==> src/rtl/pixel_arb_pkg.sv <==
`default_nettype none
// pixel_arb_pkg: shared types and constants for the frame BRAM write arbiter.
package pixel_arb_pkg;

  typedef enum logic [1:0] {
    NONE = 2'b00,
    MD1  = 2'b01,
    MD2  = 2'b10
  } owner_t;

  typedef enum logic [1:0] {
    IDLE   = 2'd0,
    GRANT1 = 2'd1,
    GRANT2 = 2'd2
  } state_t;

  localparam logic [15:0] DROP_MAX = 16'hFFFF;

  function automatic int frame_pix(input int rows, input int cols);
    return rows * cols;
  endfunction

endpackage
`default_nettype wire

==> src/rtl/pixel_write_arbiter_fifo.sv <==
`default_nettype none
// pixel_fifo: small synchronous FIFO with flush, occupancy and full/empty flags.
module pixel_fifo #(
  parameter  int DEPTH = 4,
  parameter  int WIDTH = 8,
  localparam int PTR_W = $clog2(DEPTH),
  localparam int CNT_W = PTR_W + 1
) (
  input  logic             clk,
  input  logic             rst,
  input  logic             push,
  input  logic [WIDTH-1:0] din,
  input  logic             pop,
  input  logic             flush,
  output logic [WIDTH-1:0] dout,
  output logic [CNT_W-1:0] count,
  output logic             full,
  output logic             empty
);

  logic [WIDTH-1:0] mem [DEPTH];
  logic [PTR_W-1:0] wr_ptr;
  logic [PTR_W-1:0] rd_ptr;
  logic             do_push;
  logic             do_pop;

  // Flush wins over a same-cycle push or pop; a push into a full FIFO is dropped.
  assign do_push = push && !full && !flush;
  assign do_pop  = pop && !empty && !flush;

  always_ff @(posedge clk or posedge rst) begin
    if (rst) begin
      wr_ptr <= '0;
      rd_ptr <= '0;
      count  <= '0;
    end else if (flush) begin
      wr_ptr <= '0;
      rd_ptr <= '0;
      count  <= '0;
    end else begin
      if (do_push) wr_ptr <= wr_ptr + PTR_W'(1);
      if (do_pop)  rd_ptr <= rd_ptr + PTR_W'(1);
      count <= count + CNT_W'(do_push) - CNT_W'(do_pop);
    end
  end

  always_ff @(posedge clk) begin
    if (do_push) mem[wr_ptr] <= din;
  end

  assign dout  = mem[rd_ptr];
  assign full  = (count == CNT_W'(DEPTH));
  assign empty = (count == '0);

endmodule
`default_nettype wire

==> src/rtl/pixel_write_arbiter.sv <==
`default_nettype none
// pixel_write_arbiter: grants frame BRAM port A to one pixel stream per frame,
// buffering both streams and counting every discarded pixel.
module pixel_write_arbiter
  import pixel_arb_pkg::*;
#(
  parameter int MAX_ROW    = 540,
  parameter int MAX_COL    = 540,
  parameter int FIFO_DEPTH = 4,
  parameter int ADDR_W     = 19
) (
  input  logic              clk,
  input  logic              rst,
  input  logic [7:0]        md1_pixel_i,
  input  logic              md1_pixel_en_i,
  input  logic [7:0]        md2_pixel_i,
  input  logic              md2_pixel_en_i,
  input  logic              clear_i,
  output logic              ena_o,
  output logic              wea_o,
  output logic [ADDR_W-1:0] addra_o,
  output logic [7:0]        d2mema_o,
  output logic [1:0]        owner_o,
  output logic              frame_done_o,
  output logic [15:0]       drop_cnt_o,
  output logic              overflow_o
);

  localparam int                FRAME_PIX = frame_pix(MAX_ROW, MAX_COL);
  localparam logic [ADDR_W-1:0] LAST_ADDR = ADDR_W'(FRAME_PIX - 1);
  localparam int                CNT_W     = $clog2(FIFO_DEPTH) + 1;
  localparam int                INC_W     = CNT_W + 2;

  state_t            state;
  logic [ADDR_W-1:0] addr;

  logic             push1, pop1, flush1, full1, empty1;
  logic             push2, pop2, flush2, full2, empty2;
  logic [7:0]       dout1, dout2;
  logic [CNT_W-1:0] count1, count2;

  logic             go1, go2, accept1, accept2;
  logic             ovf1, ovf2, disc1, disc2;
  logic             write, last_write;
  logic [7:0]       wdata;
  logic [CNT_W-1:0] flushed;
  logic [INC_W-1:0] drop_inc;
  logic [16:0]      drop_sum;

  // In IDLE the loser of arbitration is flushed and stops accepting pixels.
  assign go1     = (state == IDLE) && !empty1;
  assign go2     = (state == IDLE) && empty1 && !empty2;
  assign accept1 = (state == GRANT1) || ((state == IDLE) && !go2);
  assign accept2 = (state == GRANT2) || ((state == IDLE) && !go1);

  assign push1 = !clear_i && md1_pixel_en_i && accept1 && !full1;
  assign push2 = !clear_i && md2_pixel_en_i && accept2 && !full2;
  assign ovf1  = !clear_i && md1_pixel_en_i && accept1 && full1;
  assign ovf2  = !clear_i && md2_pixel_en_i && accept2 && full2;
  assign disc1 = !clear_i && md1_pixel_en_i && !accept1;
  assign disc2 = !clear_i && md2_pixel_en_i && !accept2;

  assign flush1 = clear_i || go2;
  assign flush2 = clear_i || go1;
  assign pop1   = !clear_i && (state == GRANT1) && !empty1;
  assign pop2   = !clear_i && (state == GRANT2) && !empty2;

  assign write      = pop1 || pop2;
  assign wdata      = pop1 ? dout1 : dout2;
  assign last_write = write && (addr == LAST_ADDR);

  assign flushed  = go2 ? count1 : (go1 ? count2 : '0);
  assign drop_inc = INC_W'(flushed) + INC_W'(disc1) + INC_W'(disc2)
                  + INC_W'(ovf1) + INC_W'(ovf2);
  assign drop_sum = {1'b0, drop_cnt_o} + 17'(drop_inc);

  pixel_fifo #(.DEPTH(FIFO_DEPTH), .WIDTH(8)) u_fifo1 (
    .clk   (clk),
    .rst   (rst),
    .push  (push1),
    .din   (md1_pixel_i),
    .pop   (pop1),
    .flush (flush1),
    .dout  (dout1),
    .count (count1),
    .full  (full1),
    .empty (empty1)
  );

  pixel_fifo #(.DEPTH(FIFO_DEPTH), .WIDTH(8)) u_fifo2 (
    .clk   (clk),
    .rst   (rst),
    .push  (push2),
    .din   (md2_pixel_i),
    .pop   (pop2),
    .flush (flush2),
    .dout  (dout2),
    .count (count2),
    .full  (full2),
    .empty (empty2)
  );

  always_ff @(posedge clk or posedge rst) begin
    if (rst) begin
      state        <= IDLE;
      addr         <= '0;
      ena_o        <= 1'b0;
      addra_o      <= '0;
      d2mema_o     <= '0;
      owner_o      <= NONE;
      frame_done_o <= 1'b0;
      drop_cnt_o   <= '0;
      overflow_o   <= 1'b0;
    end else if (clear_i) begin
      state        <= IDLE;
      addr         <= '0;
      ena_o        <= 1'b0;
      owner_o      <= NONE;
      frame_done_o <= 1'b0;
      drop_cnt_o   <= '0;
      overflow_o   <= 1'b0;
    end else begin
      ena_o        <= write;
      frame_done_o <= last_write;
      if (write) begin
        addra_o  <= addr;
        d2mema_o <= wdata;
        addr     <= last_write ? '0 : addr + ADDR_W'(1);
      end
      if (ovf1 || ovf2) overflow_o <= 1'b1;
      drop_cnt_o <= drop_sum[16] ? DROP_MAX : drop_sum[15:0];
      case (state)
        IDLE: begin
          if (go1) begin
            state   <= GRANT1;
            owner_o <= MD1;
          end else if (go2) begin
            state   <= GRANT2;
            owner_o <= MD2;
          end
        end
        GRANT1, GRANT2: begin
          if (last_write) begin
            state   <= IDLE;
            owner_o <= NONE;
          end
        end
        default: begin
          state   <= IDLE;
          owner_o <= NONE;
        end
      endcase
    end
  end

  assign wea_o = ena_o;

endmodule
`default_nettype wire

==> config.mk <==
export PLATFORM = sky130hd
export DESIGN_NAME = pixel_write_arbiter
export DESIGN_NICKNAME = d
export VERILOG_FILES = /design/src/rtl/pixel_arb_pkg.sv /design/src/rtl/pixel_write_arbiter_fifo.sv /design/src/rtl/pixel_write_arbiter.sv
export SDC_FILE = /design/constraint.sdc
export NUM_CORES = 1
export LEC_CHECK = 0
export CORE_MARGIN = 3
export CORE_UTILIZATION = 40
export CTS_CLUSTER_DIAMETER = 120
export DETAILED_ROUTE_END_ITERATION = 10
export GPL_TIMING_DRIVEN = 0
export MAX_ROUTING_LAYER = met4
export PLACE_DENSITY = 0.58
export SLEW_MARGIN = 20
export SYNTH_ARGS = -nofsm -noshare
export SYNTH_HDL_FRONTEND = slang
export SYNTH_SLANG_ARGS = --single-unit
==> constraint.sdc <==
create_clock -name clk -period 7.75 [get_ports clk]
set_input_delay 1.1625 -clock clk [delete_from_list [all_inputs] [get_ports clk]]
set_output_delay 1.1625 -clock clk [all_outputs]
set_load 0.005 [all_outputs]
==> qor_table.md, run 1 <==
| Group | Item | Value |
| --- | --- | --- |
| logic synthesis | Share of flip-flops with an asynchronous set or reset after synthesis | 55.9% |
| floorplan | Count of standard-cell rows | 46 |
| placement | Estimated wirelength of the detail-placed design | 9640 um |
| clock tree | Cts bufs inserted | 17 |
| detailed routing | Count of TritonRoute iterations in the first routing pass | 4 |
| timing | Unrepaired setup endpoints after global routing | no |
| logic synthesis | Synth Area per Inst | 12.3 um^2 |
| pwr | Total power density per cell area | 254 nW/um^2 |
| global routing | Total grt overflow | 0 |
| global routing | Total routing usage reported by global routing | 16.1% |
| timing | Fin Clk Skew | 0.00511 ns |
| clock tree | Number of sinks driven by the clock tree | 145 |
| clock tree | Clock slew at reported path FFs | 0.06 ns |
| logic synthesis | Yosys synthesis warning count | 0 |
| floorplan | I/O pins | 70 |
| timing | Number of pins exceeding their max-slew limit in the final report | 0 |
| setup path | Crit. End Element | flip-flop |
| logic synthesis | Net count after synthesis | 595 |
| clock tree | Clk Tree Root Cell | clkbuf_16 |
| run status | Result of the run | completed |
| global routing | Maximum number of pins on one net before global-route repair | 44 |
| timing | Final Cycle Share | 63.3% |
| logic synthesis | Cells after Synth | 543 |
| clock tree | Post-CTS setup repair buffer count | 0 |
| hold path | Kind of path behind the tightest hold check | flip-flop to flip-flop |
| floorplan | Std-Cell Core Area | 16,100 um^2 |
| timing | Final Hold Viols | 0 |
| timing | Max transition margin | 47.4% |
| placement | Final weighted congestion in routability-driven placement | 0.857 |
| floorplan | Die area | 18,400 um^2 |
| setup path | Critical Path Source Type | primary input |
| logic synthesis | Dominant synthesized flop cell | dfrtp_1 |
| clock tree | Latest clock arrival within the worst-skew pair | 0.41 ns |
| clock tree | Max Buffers Root-to-Sink | 2 |
| layout | Nets | 683 |
| placement | Inst Count DP | 828 |
| timing | Minimum clock period after layout | 4.91 ns |
| setup path | Data arrival time of the worst path | 5.18 ns |
| clock tree | CTS tree | yes |
| detailed routing | Vias per cell | 5.03 |
| logic synthesis | Combined area of all synthesized cells | 6710 um^2 |
| timing | Sum of negative setup slack | 0 ns |
| layout | Share of final-layout standard cells stronger than drive strength 1 | 9.63% |
| pwr | Static leakage | 3.25 nW |
| logic synthesis | Count of flip-flops with a built-in enable after synthesis | 64 |
| layout | Finished Layout Cells | 860 |
| detailed routing | Violation count after the first detailed-route iteration | 161 |
| placement | Input/output buffers | 68 |
| detailed routing | Per-cell routed wire length | 15.8 um |
| floorplan | Die W | 135 um |
| clock tree | Cts repair resizes | 0 |
| pwr | Overall Power | 2.10 mW |
| setup path | Maximum fanout along the worst path | 10 |
| clock tree | Post-CTS Hold Buffers | 0 |
| timing | Transition time at the pin with the least slew margin | 0.789 ns |
| layout | P&R area growth vs syn | 23.2% |
| run | Number of maximum-capacitance constraint violations | 0 |
| logic synthesis | Share of synthesized area occupied by flip-flops and latches | 58.9% |
| floorplan | Effective utilization at floorplan | 41.6% |
| global routing | Global-route wire length before repair | 22,600 um |
| detailed routing | DR DRC count | 0 |
| layout | Number of antenna repair diodes | 0 |
| detailed routing | DRT Wirelength | 13,600 um |
| detailed routing | Antenna violation net count after detailed routing | 0 |
| logic synthesis | Number of flip-flops and latches in the synthesized netlist | 145 |
| timing | Max Clock Freq | 204 MHz |
| timing | Count of final setup violators | 0 |
| setup path | CP Data Required Time | 8.02 ns |
| global routing | Vias in the first global route | 4,453 |
| floorplan | Die boundary height | 135 um |
| setup path | Kind of critical path | primary input to flip-flop |
| logic synthesis | Number of distinct library cell variants in the gate-level netlist after synthesis | 53 |
| pwr | Maximum ir drop on the vdd rail | 0.000138 V |
| clock tree | H-tree Lvls | 4 |
| detailed routing | Vias after detailed routing | 4,324 |
| global routing | Antenna violations before repair | 0 |
[cell usage after synthesis (2+ instances only)]
cell,number,share of area [%]
or3_1,2,0.19
nand3_1,11,0.82
a311oi_1,2,0.26
o21ai_0,18,1.3
dfrtp_1,81,30
nand4_1,7,0.65
o31a_1,5,0.65
nand2_1,75,4.2
fa_1,5,1.5
mux4_2,16,5.4
xor2_1,8,1.0
and4_1,3,0.39
nand2b_1,2,0.19
mux2i_1,10,1.5
ha_1,26,4.9
nor4_1,5,0.47
nor3_1,11,0.82
buf_6,2,0.34
nor3b_1,6,0.67
and2_1,15,1.4
nor2_1,41,2.3
and3_1,4,0.37
a21o_1,2,0.22
inv_1,27,1.5
clkbuf_1,12,0.67
a31oi_1,2,0.19
a211oi_1,3,0.34
buf_1,3,0.17
edfxtp_1,64,29
nor2b_1,8,0.75
nor4b_1,5,0.65
buf_2,2,0.15
a21oi_1,15,1.1
xnor2_1,26,3.4
[registers in the layout (all words and copies together), names as in the netlist]
| signal | flops |
|---|---|
| u_fifo2.count | 3 |
| u_fifo2.rd_ptr | 2 |
| frame_done_o | 1 |
| u_fifo2.mem | 32 |
| overflow_o | 1 |
| d2mema_o | 8 |
| ena_o | 1 |
| u_fifo1.mem | 32 |
| addr | 19 |
| u_fifo1.count | 3 |
| u_fifo2.wr_ptr | 2 |
| addra_o | 19 |
| u_fifo1.wr_ptr | 2 |
| drop_cnt_o | 16 |
| state | 2 |
| u_fifo1.rd_ptr | 2 |
[report_power, final]
part	switching, mW	total [mW]	internal, mW	leakage, nW
clock network	0.325	0.804	0.479	0.289
logic	0.208	0.384	0.177	1.26
registers	0.0394	0.911	0.872	1.70
[area by class of cell]
cell class / count / area [um^2]
Fill cell: 1410 / 7850
Sequential cell: 145 / 3950
Tap cell: 216 / 270
Clock inverter: 14 / 155
Timing Repair Buffer: 69 / 701
Multi-Input combinational cell: 350 / 2550
Inverter: 28 / 108
Buffer: 20 / 96.3
Clock buffer: 18 / 429
[worst paths after layout]
check / to / from / cells after the start / slack (ns)
max in group asynchronous: u_fifo2.count[2] / rst / 3 / 6.00
min: addra_o[16] / addra_o[16] / 2 / 0.46
max reg2reg: drop_cnt_o[2] / u_fifo1.count[2] / 15 / 3.21
max: drop_cnt_o[2] / clear_i / 13 / 2.84
min in group asynchronous: addra_o[11] / rst / 2 / 1.15
min reg2reg: addra_o[16] / addra_o[16] / 2 / 0.46
[metal layers]
| layer | routed length, um | global-route usage (%) | vias to the layer above |
|---|---|---|---|
| li1 | - | - | 2091 |
| met1 | 6380 | 21.2 | 2134 |
| met2 | 6510 | 24.7 | 81 |
| met3 | 498 | 3.86 | 18 |
| met4 | 189 | 5.38 | 0 |
| met5 | 0 | - | - |
[worst max-delay path: stages]
cell      delay, ns
clkbuf_1       0.19
inv_1          0.30
nand2_1        0.15
nor3_1         0.39
fa_1           0.51
fa_1           0.49
ha_1           0.24
fa_1           0.41
a21oi_1        0.24
o22a_1         0.28
or3_1          0.24
clkbuf_1       0.43
a21oi_1        0.14
[stage by stage]
stage	setup WS, ns	hold slack [ns]	utilization, %	cell area [um^2]
5_1_grt	2.60	0.488	51.3	8260
6_report	2.84	0.464	51.3	8260
2_1_floorplan	3.17	0.463	-	6710
3_5_place_dp	2.43	0.455	47.6	7680
3_3_place_gp	2.41	0.455	47.5	7660
4_1_cts	2.85	0.470	51.3	8260
[cells in the final DEF, fill, tap and decap left out, drive strengths merged, types with 11 or more instances in the layout]
cell           instances
dfrtp                 81
nand2                 75
clkdlybuf4s50         68
edfxtp                64
nor2                  42
inv                   33
clkbuf                30
xnor2                 26
ha                    26
o21ai                 19
mux4                  16
and2                  15
a21oi                 15
nor3                  12
nand3                 11
[kinds of logic after synthesis]
kind of cell | after synthesis | synth area share [%]
flops | 145 | 58.9
compound gates | 59 | 6.01
fa+ha+maj | 31 | 6.34
xor+xnor | 34 | 4.44
mux | 26 | 6.87
simple gates | 200 | 14.4
buf+inv | 48 | 3.00
Note: power is estimated with default switching activity, not from simulation.
==> run 2: changes to the inputs <==
clock period = 4.6 ns   (was 7.75 ns; I/O delays follow)
==> qor_table.md, run 2 (synthesis results as in run 1) <==
| Group | Item | Value |
| --- | --- | --- |
| setup path | Data arrival time of the worst path | 4.56 ns |
| timing | Minimum clock period after layout | 4.28 ns |
| clock tree | Number of sinks driven by the clock tree | 145 |
| detailed routing | Antenna violation net count after detailed routing | 0 |
| layout | Filler Cell Count | 1,410 |
| layout | Nets | 683 |
| floorplan | Die boundary height | 135 um |
| timing | Max Clock Freq | 233 MHz |
| floorplan | Die area | 18,400 um^2 |
| layout | Leading cell types in the layout, fill and taps excluded | dfrtp_1 (81), nand2_1 (75), clkdlybuf4s50_1 (68) |
| global routing | Antenna violations before repair | 0 |
| layout | Multi-input gate area | 2560 um^2 |
| run | Number of maximum-capacitance constraint violations | 0 |
| timing | Max transition margin | 47.4% |
| layout | Leading cell type in the layout, fill and taps excluded | dfrtp_1 |
| floorplan | I/O pins | 70 |
| timing | Transition time at the pin with the least slew margin | 0.789 ns |
| floorplan | Die W | 135 um |
| timing | Fin Clk Skew | 0.00511 ns |
| setup path | Launching element of the worst setup path | u_fifo1.count[2] |
| hold path | Kind of path behind the tightest hold check | flip-flop to flip-flop |
| setup path | Maximum fanout along the worst path | 10 |
| clock tree | Clock slew at reported path FFs | 0.06 ns |
| detailed routing | DRT Wirelength | 13,600 um |
| detailed routing | Count of TritonRoute iterations in the first routing pass | 4 |
| global routing | Total grt overflow | 0 |
| hold path | Startpoint of the worst hold path | addra_o[16] |
| clock tree | Latest clock arrival within the worst-skew pair | 0.41 ns |
| placement | Input/output buffers | 68 |
| clock tree | Post-CTS setup repair buffer count | 0 |
| detailed routing | Violation count after the first detailed-route iteration | 160 |
| detailed routing | Vias after detailed routing | 4,326 |
| layout | P&R area growth vs syn | 23.3% |
| global routing | Met1 GRT Util | 21.2% |
| detailed routing | Per-cell routed wire length | 15.8 um |
| timing | Number of pins exceeding their max-slew limit in the final report | 0 |
| global routing | Maximum number of pins on one net before global-route repair | 44 |
| clock tree | Max Buffers Root-to-Sink | 2 |
| timing | Count of final setup violators | 0 |
| global routing | Total routing usage reported by global routing | 16.1% |
| global routing | Vias in the first global route | 4,453 |
| detailed routing | DR DRC count | 0 |
| pwr | Maximum ir drop on the vdd rail | 0.000233 V |
| placement | Final weighted congestion in routability-driven placement | 0.857 |
| pwr | Total power density per cell area | 428 nW/um^2 |
| layout | Registers with the most flip-flops | u_fifo1.mem x32, u_fifo2.mem x32 |
| timing | Final Hold Viols | 0 |
| clock tree | Cts bufs inserted | 17 |
| global routing | Global-route layer with the greatest usage | met2 |
| clock tree | CTS tree | yes |
| clock tree | Post-CTS Hold Buffers | 0 |
| run status | Result of the run | completed |
| layout | Register cell area after layout | 3950 um^2 |
| timing | Unrepaired setup endpoints after global routing | no |
| pwr | Static leakage | 3.25 nW |
| layout | Share of final-layout standard cells stronger than drive strength 1 | 9.94% |
| layout | Final Core Density | 51.3% |
| placement | Placement-stage worst setup slack | -0.247 ns |
| placement | Estimated wirelength of the detail-placed design | 9640 um |
| timing | Final critical-path setup slack | 0.316 ns |
| floorplan | Count of standard-cell rows | 46 |
| timing | Final Cycle Share | 93.1% |
| floorplan | Effective utilization at floorplan | 41.6% |
| setup path | FF-to-FF Start | u_fifo1.count[2] |
| setup path | Crit. End Element | flip-flop |
| global routing | Met3 layer usage reported by global route | 3.86% |
| global routing | Global-route wire length before repair | 22,600 um |
| setup path | Kind of critical path | flip-flop to flip-flop |
| clock tree | Clk Tree Root Cell | clkbuf_16 |
| setup path | Critical Path Source Type | flip-flop |
| detailed routing | Vias per cell | 5.03 |
| clock tree | H-tree Lvls | 4 |
| clock tree | Cts repair resizes | 0 |
| layout | Number of antenna repair diodes | 0 |
| global routing | Routing usage on met2 | 24.7% |
| floorplan | Std-Cell Core Area | 16,100 um^2 |
| setup path | CP Data Required Time | 4.87 ns |
==> run 2: cell count changes in the layout (fill, tap and decap cells not counted) <==
cell      delta
o22a_2       +1
o22a_1       -1
clkbuf_1     -1
clkbuf_2     +1
==> run 2: final timing paths <==
check,endpoint,slack (ns),cells after the start
min in group asynchronous,addra_o[11],0.67,2
worst min-delay path,addra_o[16],0.46,2
max in group asynchronous,u_fifo2.count[2],3.32,3
worst min register to register,addra_o[16],0.46,2
worst max-delay path,drop_cnt_o[1],0.32,15
worst max register to register,drop_cnt_o[1],0.32,15
==> run 2: final cells by class <==
type | instances | area share [%]
clock inverters | 14 | 1.88
repair buffers | 69 | 8.48
flip-flops and latches | 145 | 47.8
inverters | 28 | 1.30
clock buffers | 18 | 5.19
multi-input cells | 350 | 30.9
plain buffers | 20 | 1.18
well taps | 216 | 3.27
==> run 2: metrics by stage <==
stage,power (mW),instances,hold WS (ns),TNS (ns),area (um^2)
floorplan,1.95,543,0.463,0,6710
finish,3.54,860,0.464,0,8270
detailed placement,2.22,828,0.455,-2.37,7680
global route,3.72,860,0.488,0,8270
CTS,3.58,860,0.470,0,8260
global placement,2.20,827,0.455,-2.55,7660
==> run 2: worst max-delay path, cell delays in order, from the launching register on <==
cell	delay [ns]
dfrtp_1	0.35
buf_2	0.16
nor3_1	0.25
nand2_1	0.12
nor2_1	0.13
inv_1	0.09
a211oi_1	0.33
fa_1	0.50
fa_1	0.49
ha_1	0.24
fa_1	0.41
a21oi_1	0.23
o22a_2	0.23
or3_1	0.22
clkbuf_2	0.28
a21oi_1	0.11
==> run 2: power breakdown <==
part | internal (mW) | total, mW | switching (mW)
combinational | 0.298 | 0.647 | 0.350
clock | 0.808 | 1.35 | 0.547
sequential | 1.47 | 1.54 | 0.0664
total | 2.57 | 3.54 | 0.963
==> run 2: layer usage <==
layer,up-vias,share of wire [%]
met3,18,3.7
met5,-,0
met2,81,48
li1,2091,-
met1,2136,47
met4,0,1.4
==> run 3: changes to the inputs <==
PLACE_DENSITY = unset   (was 0.58)
==> qor_table.md, run 3 (synthesis results as in run 1) <==
| Group | Item | Value |
| --- | --- | --- |
| global routing | Global-route wire length before repair | 23,200 um |
| floorplan | Die W | 135 um |
| layout | Filler Cell Count | 1,439 |
| clock tree | Latest clock arrival within the worst-skew pair | 0.42 ns |
| pwr | Total power density per cell area | 429 nW/um^2 |
| setup path | Cells on worst reg2reg path | 15 |
| setup path | CP Capture Point | drop_cnt_o[13] |
| hold path | Kind of path behind the tightest hold check | flip-flop to flip-flop |
| detailed routing | Per-cell routed wire length | 16.2 um |
| global routing | Vias in the first global route | 4,613 |
| timing | Count of final setup violators | 0 |
| setup path | Buffers plus inverters on the worst setup path | 2 |
| setup path | Cell-by-cell trace of the critical path | clkbuf_1, nor3_1, nand2_1, nor2_1, inv_1, a211oi_1, fa_1, fa_1, ha_1, fa_1, a21oi_1, o22a_2, or3_1, and2_1, a311oi_1 |
| floorplan | Die area | 18,400 um^2 |
| floorplan | Std-Cell Core Area | 16,100 um^2 |
| detailed routing | DRT Wirelength | 13,900 um |
| setup path | Master of the slowest instance on the critical path | fa_1 |
| timing | Minimum clock period after layout | 4.28 ns |
| global routing | Total routing usage reported by global routing | 16.6% |
| pwr | Combinational group share of total power | 18.1% |
| setup path | Kind of critical path | flip-flop to flip-flop |
| floorplan | I/O pins | 70 |
| clock tree | Clock slew at reported path FFs | 0.06 ns |
| setup path | Data arrival time of the worst path | 4.60 ns |
| clock tree | Number of sinks driven by the clock tree | 145 |
| global routing | Total grt overflow | 0 |
| setup path | Maximum single-stage delay on the critical path | 0.55 ns |
| timing | Final Hold Viols | 0 |
| detailed routing | Count of TritonRoute iterations in the first routing pass | 5 |
| setup path | FF-to-FF Start | u_fifo1.count[1] |
| clock tree | Max Buffers Root-to-Sink | 2 |
| detailed routing | Vias per cell | 5.05 |
| pwr | Sw power | 992 uW |
| global routing | Antenna violations before repair | 0 |
| global routing | Maximum number of pins on one net before global-route repair | 52 |
| setup path | Crit. End Element | flip-flop |
| layout | Final Core Density | 51.4% |
| placement | Input/output buffers | 68 |
| detailed routing | Vias after detailed routing | 4,344 |
| pwr | Seq pwr share | 43.2% |
| timing | Max Clock Freq | 234 MHz |
| clock tree | H-tree Lvls | 4 |
| clock tree | Cts repair resizes | 0 |
| floorplan | Die boundary height | 135 um |
| placement | Estimated wirelength of the detail-placed design | 9620 um |
| setup path | Launching element of the worst setup path | u_fifo1.count[1] |
| setup path | End of the worst register-to-register path | drop_cnt_o[13] |
| layout | Leading cell type in the layout, fill and taps excluded | dfrtp_1 |
| pwr | Proportion of power drawn by the clock network | 38.7% |
| setup path | Top Family by Delay on Critical Path | adder cells |
| layout | Number of antenna repair diodes | 0 |
| timing | Unrepaired setup endpoints after global routing | no |
| layout | Share of final-layout standard cells stronger than drive strength 1 | 10.2% |
| clock tree | Post-CTS Hold Buffers | 0 |
| timing | Fin Clk Skew | 0.00720 ns |
| timing | Final Cycle Share | 93.0% |
| timing | Transition time at the pin with the least slew margin | 0.805 ns |
| layout | P&R area growth vs syn | 23.5% |
| setup path | Critical Path Source Type | flip-flop |
| setup path | Critical path's most frequent cell | fa_1 |
| setup path | CP Depth | 15 |
| detailed routing | Violation count after the first detailed-route iteration | 183 |
| pwr | Overall Power | 3.56 mW |
| clock tree | Clk Tree Root Cell | clkbuf_16 |
| setup path | Maximum fanout along the worst path | 7 |
| setup path | CP Data Required Time | 4.92 ns |
| pwr | Switching portion of total power | 27.9% |
| floorplan | Effective utilization at floorplan | 41.6% |
| setup path | Worst setup slack for register-to-register paths | 0.32 ns |
| clock tree | CTS tree | yes |
| timing | Max transition margin | 46.3% |
| placement | Final weighted congestion in routability-driven placement | 0.860 |
| pwr | Static leakage | 3.26 nW |
| pwr | Int Pwr | 2.56 mW |
| clock tree | Post-CTS setup repair buffer count | 0 |
| layout | Leading cell types in the layout, fill and taps excluded | dfrtp_1 (81), nand2_1 (75), clkdlybuf4s50_1 (68) |
| run status | Result of the run | completed |
| detailed routing | Antenna violation net count after detailed routing | 0 |
| detailed routing | DR DRC count | 0 |
| run | Number of maximum-capacitance constraint violations | 0 |
| layout | Registers with the most flip-flops | u_fifo1.mem x32, u_fifo2.mem x32 |
| timing | Number of pins exceeding their max-slew limit in the final report | 0 |
| layout | Nets | 683 |
| clock tree | Cts bufs inserted | 17 |
| floorplan | Count of standard-cell rows | 46 |
| pwr | Maximum ir drop on the vdd rail | 0.000284 V |
[run 3: tightest hold or removal path: cells and delay by family (launching register included)]
family,cells,cell delay [ns]
simple gates,2,0.10
flops,1,0.34
[run 3: cell type report]
cell class / count / area (um^2) / area share, %
flip-flops and latches: 145 / 3950 / 47.7
plain buffers: 20 / 97.6 / 1.18
multi-input cells: 350 / 2560 / 30.9
repair buffers: 69 / 708 / 8.55
clock buffers: 19 / 453 / 5.47
well taps: 216 / 270 / 3.26
clock inverters: 13 / 140 / 1.69
inverters: 28 / 108 / 1.30
[run 3: worst min path at each step]
| stage | from | to | slack, ns | cells after the start |
|---|---|---|---|---|
| detailed placement | addra_o[10] | addra_o[10] | 0.46 | 2 |
| global route | addra_o[10] | addra_o[10] | 0.51 | 2 |
| global placement | addra_o[10] | addra_o[10] | 0.45 | 2 |
| floorplan | addra_o[0] | addra_o[0] | 0.46 | 2 |
| CTS | addra_o[10] | addra_o[10] | 0.48 | 2 |
| finish | addra_o[16] | addra_o[16] | 0.47 | 2 |
[run 3: per-layer routing]
layer  vias to the layer above  routed length, um  part of all wire [%]  global-route usage [%]
met5                         -                  0                     0                       -
met4                         0                170                   1.2                    4.87
met3                        15                429                   3.1                    4.31
met2                        68               7050                    51                    27.3
met1                      2163               6300                    45                    20.5
li1                       2098                  -                     -                       -
[run 3: power by group through the flow]
| stage | sequential (mW) | clock [mW] | combinational [mW] |
|---|---|---|---|
| after floorplan | 1.55 | 0 | 0.398 |
| after global placement | 1.55 | 0 | 0.636 |
| after detailed placement | 1.56 | 0 | 0.653 |
| after CTS | 1.54 | 1.40 | 0.657 |
| after global routing | 1.55 | 1.47 | 0.736 |
| final | 1.54 | 1.37 | 0.645 |
[run 3: stage by stage]
step / setup slack [ns] / setup TNS (ns) / hold WS [ns] / area (um^2) / std cells
3_5_place_dp: -0.198 / -1.88 / 0.458 / 7690 / 828
6_report: 0.323 / 0 / 0.472 / 8280 / 860
5_1_grt: 0.0654 / 0 / 0.505 / 8280 / 860
4_1_cts: 0.0907 / 0 / 0.479 / 8280 / 860
2_1_floorplan: 0.488 / 0 / 0.463 / 6710 / 543
3_3_place_gp: -0.178 / -1.71 / 0.454 / 7660 / 827
==> variant 1 (flow settings as in run 2) <==
The 3 states of `state_t` get a one-hot encoding in 3 bits.
--- a/src/rtl/pixel_arb_pkg.sv
+++ b/src/rtl/pixel_arb_pkg.sv
@@ -8,10 +8,10 @@
     MD2  = 2'b10
   } owner_t;
 
-  typedef enum logic [1:0] {
-    IDLE   = 2'd0,
-    GRANT1 = 2'd1,
-    GRANT2 = 2'd2
+  typedef enum logic [2:0] {
+    IDLE   = 3'b001,
+    GRANT1 = 3'b010,
+    GRANT2 = 3'b100
   } state_t;
 
   localparam logic [15:0] DROP_MAX = 16'hFFFF;
Check against the original RTL: same outputs for any inputs over 10 cycles, from zero or initial values and one cycle with rst high; not proved beyond that.
==> variant 1 against run 2 <==
Total power rose by 1.4%; design area rose by 2.8%; sequential cell count rose by 1; largest cell class unchanged; worst setup slack got worse by 65 ps; first-iteration DRC count rose by 52%; wire length rose by 11%; synthesized cell count rose by 8.5%; critical endpoint is now drop_cnt_o[13]; final cell count rose by 5.8%; register-to-register slack got worse by 20 ps; area after synthesis rose by 3.3%; non-clock buffer count rose by 10; clock skew rose by 6.0 ps.
==> variant 1: results <==
drt:
  initialDrtViolationCount: 243
  via_per_inst: 5.30
  post_drt_wl_per_cell_um: 16.5
  dr.pass1.iters: 5
yosys:
  yosysUniqueCellTypes: 66
  yosysSeqAreaShare_pct: 57.4
  yosys-mux-area-fraction_pct: 5.80
  synth_compound_area_share_pct: 9.43
  synth_area_per_cell_um2: 11.8
  synthAdderAreaFrac_pct: 5.60
  yosys-top-cells-area: "dfrtp_1, edfxtp_1, mux4_2"
  synth_commonest_cells: "nand2_1, dfrtp_1, edfxtp_1"
  syn_nets: 638
  synth-xor-area-share_pct: 2.15
  ys_async_sr_fraction_pct: 56.2
finish:
  syn2layout_area_growth_pct: 22.7
  post-route-cell-area_um2: 8500
  buffers: 99
  drive_above_1_share_pct: 11.9
  nets: 726
  fill_cells: 1476
  clockNetworkAreaShare_pct: 6.74
  multi_input_cells: 387
  regArea_um2: 3980
  clock_buffers: 17
  multi_input_area_share_pct: 31.9
timing:
  relSlewSlack_pct: 47.2
  worst_hold_slack_ps: 469
  worst_slack_ps: 251
  skew_ps: 11.1
power:
  ir_drop_uv: 260
  power.leakage_nw: 3.43
  p_seq_mw: 1.60
  internal-power_mw: 2.56
critical_path:
  endpoint: "drop_cnt_o[13]"
  arrival_ps: 4650
  worstSetupStartpoint: "clear_i"
  crit_fanout: 12
  r2r_cells: 16
min_path:
  hold_start: "addra_o[6]"
  whs_endpoint: "addra_o[6]"
global_route:
  track_usage_pct: 17.5
  grt_max_degree: 52
placed_design:
  place_inst: 879
  dpl_cell_area_um2: 7920
  pre_cts_slack_ps: -455
  io_buffers: 69
  globalplace.congestion: 0.885
status:
  status: "complete, no violations"
clock_network:
  cts_sinks: 146
==> variant 1: cell count changes after synthesis, sizes merged, moves of 5 or more <==
| cell | delta |
|---|---|
| o31a | -5 |
| and3 | +6 |
| mux2i | -7 |
| nor3 | +7 |
| nand2 | +21 |
| xnor2 | -17 |
| a31oi | +9 |
| a21oi | +13 |
| buf | +10 |
==> variant 1: what timing repair did <==
item / 4_1_cts / 5_1_grt
cloned: 0 / 0
setup endpoints to repair: 1 / 10
hold buffers: 0 / 0
gates resized for setup: 0 / 3
==> variant 1: layer usage <==
metal	vias up	wire [um]	global-route usage, %
met4	0	127	3.99
met1	2405	6880	22.4
met5	-	0	-
met2	106	7470	28.1
li1	2301	-	-
met3	12	591	4.46
==> variant 1: critical path, stage by stage <==
cell and delay, ps:
clkdlybuf4s50_1 720, nor2b_1 310, nand4_1 140, inv_1 100, fa_1 440, fa_1 490
ha_1 240, fa_1 440, a211oi_1 270, o21bai_1 180, nand3_1 120, clkbuf_2 250
a41o_1 200, nor2_1 40
==> variant 2 (flow settings as in run 2) <==
Made on the original files. Set the parameter `MAX_COL` to 512 (it was 540).
--- a/src/rtl/pixel_write_arbiter.sv
+++ b/src/rtl/pixel_write_arbiter.sv
@@ -5,7 +5,7 @@
   import pixel_arb_pkg::*;
 #(
   parameter int MAX_ROW    = 540,
-  parameter int MAX_COL    = 540,
+  parameter int MAX_COL    = 512,
   parameter int FIFO_DEPTH = 4,
   parameter int ADDR_W     = 19
 ) (
Formal check against the unedited RTL: same outputs for any inputs over 10 cycles, from zero or initial values and one cycle with rst high; that may be too few to reach the edited logic, so the function may still have changed.
==> variant 2 against run 2 <==
Fmax decreased by 1.1%; sequential share of layout area increased by 0.051 points; worst setup slack got worse by 48 ps; area after synthesis decreased by 1.4%; die area decreased by 1.3%; sequential cell count unchanged; clock power increased by 4%; wire length decreased by 2.5%; critical path depth unchanged; design area decreased by 0.11%; combinational power increased by 13%; total power increased by 4.8%; critical path type unchanged; largest power group unchanged; highest routed layer unchanged.
==> variant 2: results <==
status:
  status: "complete, no violations"
drt:
  num_vias: 4230
  initialDrtViolationCount: 241
  wl_mm: 13.2
  via_per_inst: 4.95
placed_design:
  dpl.hpwl_mm: 9.40
  place_inst: 821
finish:
  final-nonclk-buf-share_pct: 9.64
  clockNetworkAreaShare_pct: 7.40
  multi_input_cells: 352
  inv_count: 22
  drive_above_1_share_pct: 10.5
  buffers: 87
  multi_input_area_um2: 2550
  nets: 677
yosys:
  yosysSeqAreaShare_pct: 59.7
  yosys-top-cells-area: "dfrtp_1, edfxtp_1, mux4_2"
  synthAdderAreaFrac_pct: 6.43
  synth_area_per_cell_um2: 12.4
  syn_nets: 587
  synth-xor-area-share_pct: 4.24
  yosysUniqueCellTypes: 50
  synth_compound_area_share_pct: 6.02
min_path:
  whs_endpoint: "addra_o[12]"
power:
  p_sw_share_pct: 27.2
  ir_drop_uv: 284
  power.leakage_nw: 3.34
timing:
  skew_ps: 8.91
  worst_hold_slack_ps: 462
global_route:
  grt_pass1_wl_mm: 22.4
  grt_pass1_vias: 4417
  track_usage_pct: 16.2
  grt_max_degree: 56
critical_path:
  regToRegStartpoint: "state[0]"
  reg2reg_slack_ps: 270
  arrival_ps: 4610
  r2r-end: "drop_cnt_o[11]"
clock_network:
  cts_resized: 3
variant 2: power groups by stage:
stage	sequential (mW)	combinational [mW]	clock [mW]
after floorplan	1.57	0.452	0
after global placement	1.58	0.689	0
after detailed placement	1.59	0.703	0
after CTS	1.56	0.716	1.44
after global routing	1.58	0.839	1.50
final	1.56	0.734	1.41
variant 2: metrics by stage:
| stage | worst slack, ps | cell area [um^2] | power (mW) | util [%] |
|---|---|---|---|---|
| after global routing | -3.87 | 8260 | 3.92 | 51.4 |
| final | 268 | 8260 | 3.71 | 51.4 |
| after global placement | -503 | 7570 | 2.27 | 47.2 |
| after detailed placement | -528 | 7600 | 2.29 | 47.3 |
| after floorplan | 220 | 6610 | 2.02 | - |
| after CTS | 10.2 | 8230 | 3.72 | 51.2 |
variant 2: routing by layer:
| metal | track usage [%] | routed length [um] |
|---|---|---|
| met4 | 5.77 | 231 |
| met5 | - | 0 |
| met2 | 25.2 | 6440 |
| met1 | 21.1 | 6140 |
| met3 | 3.69 | 416 |
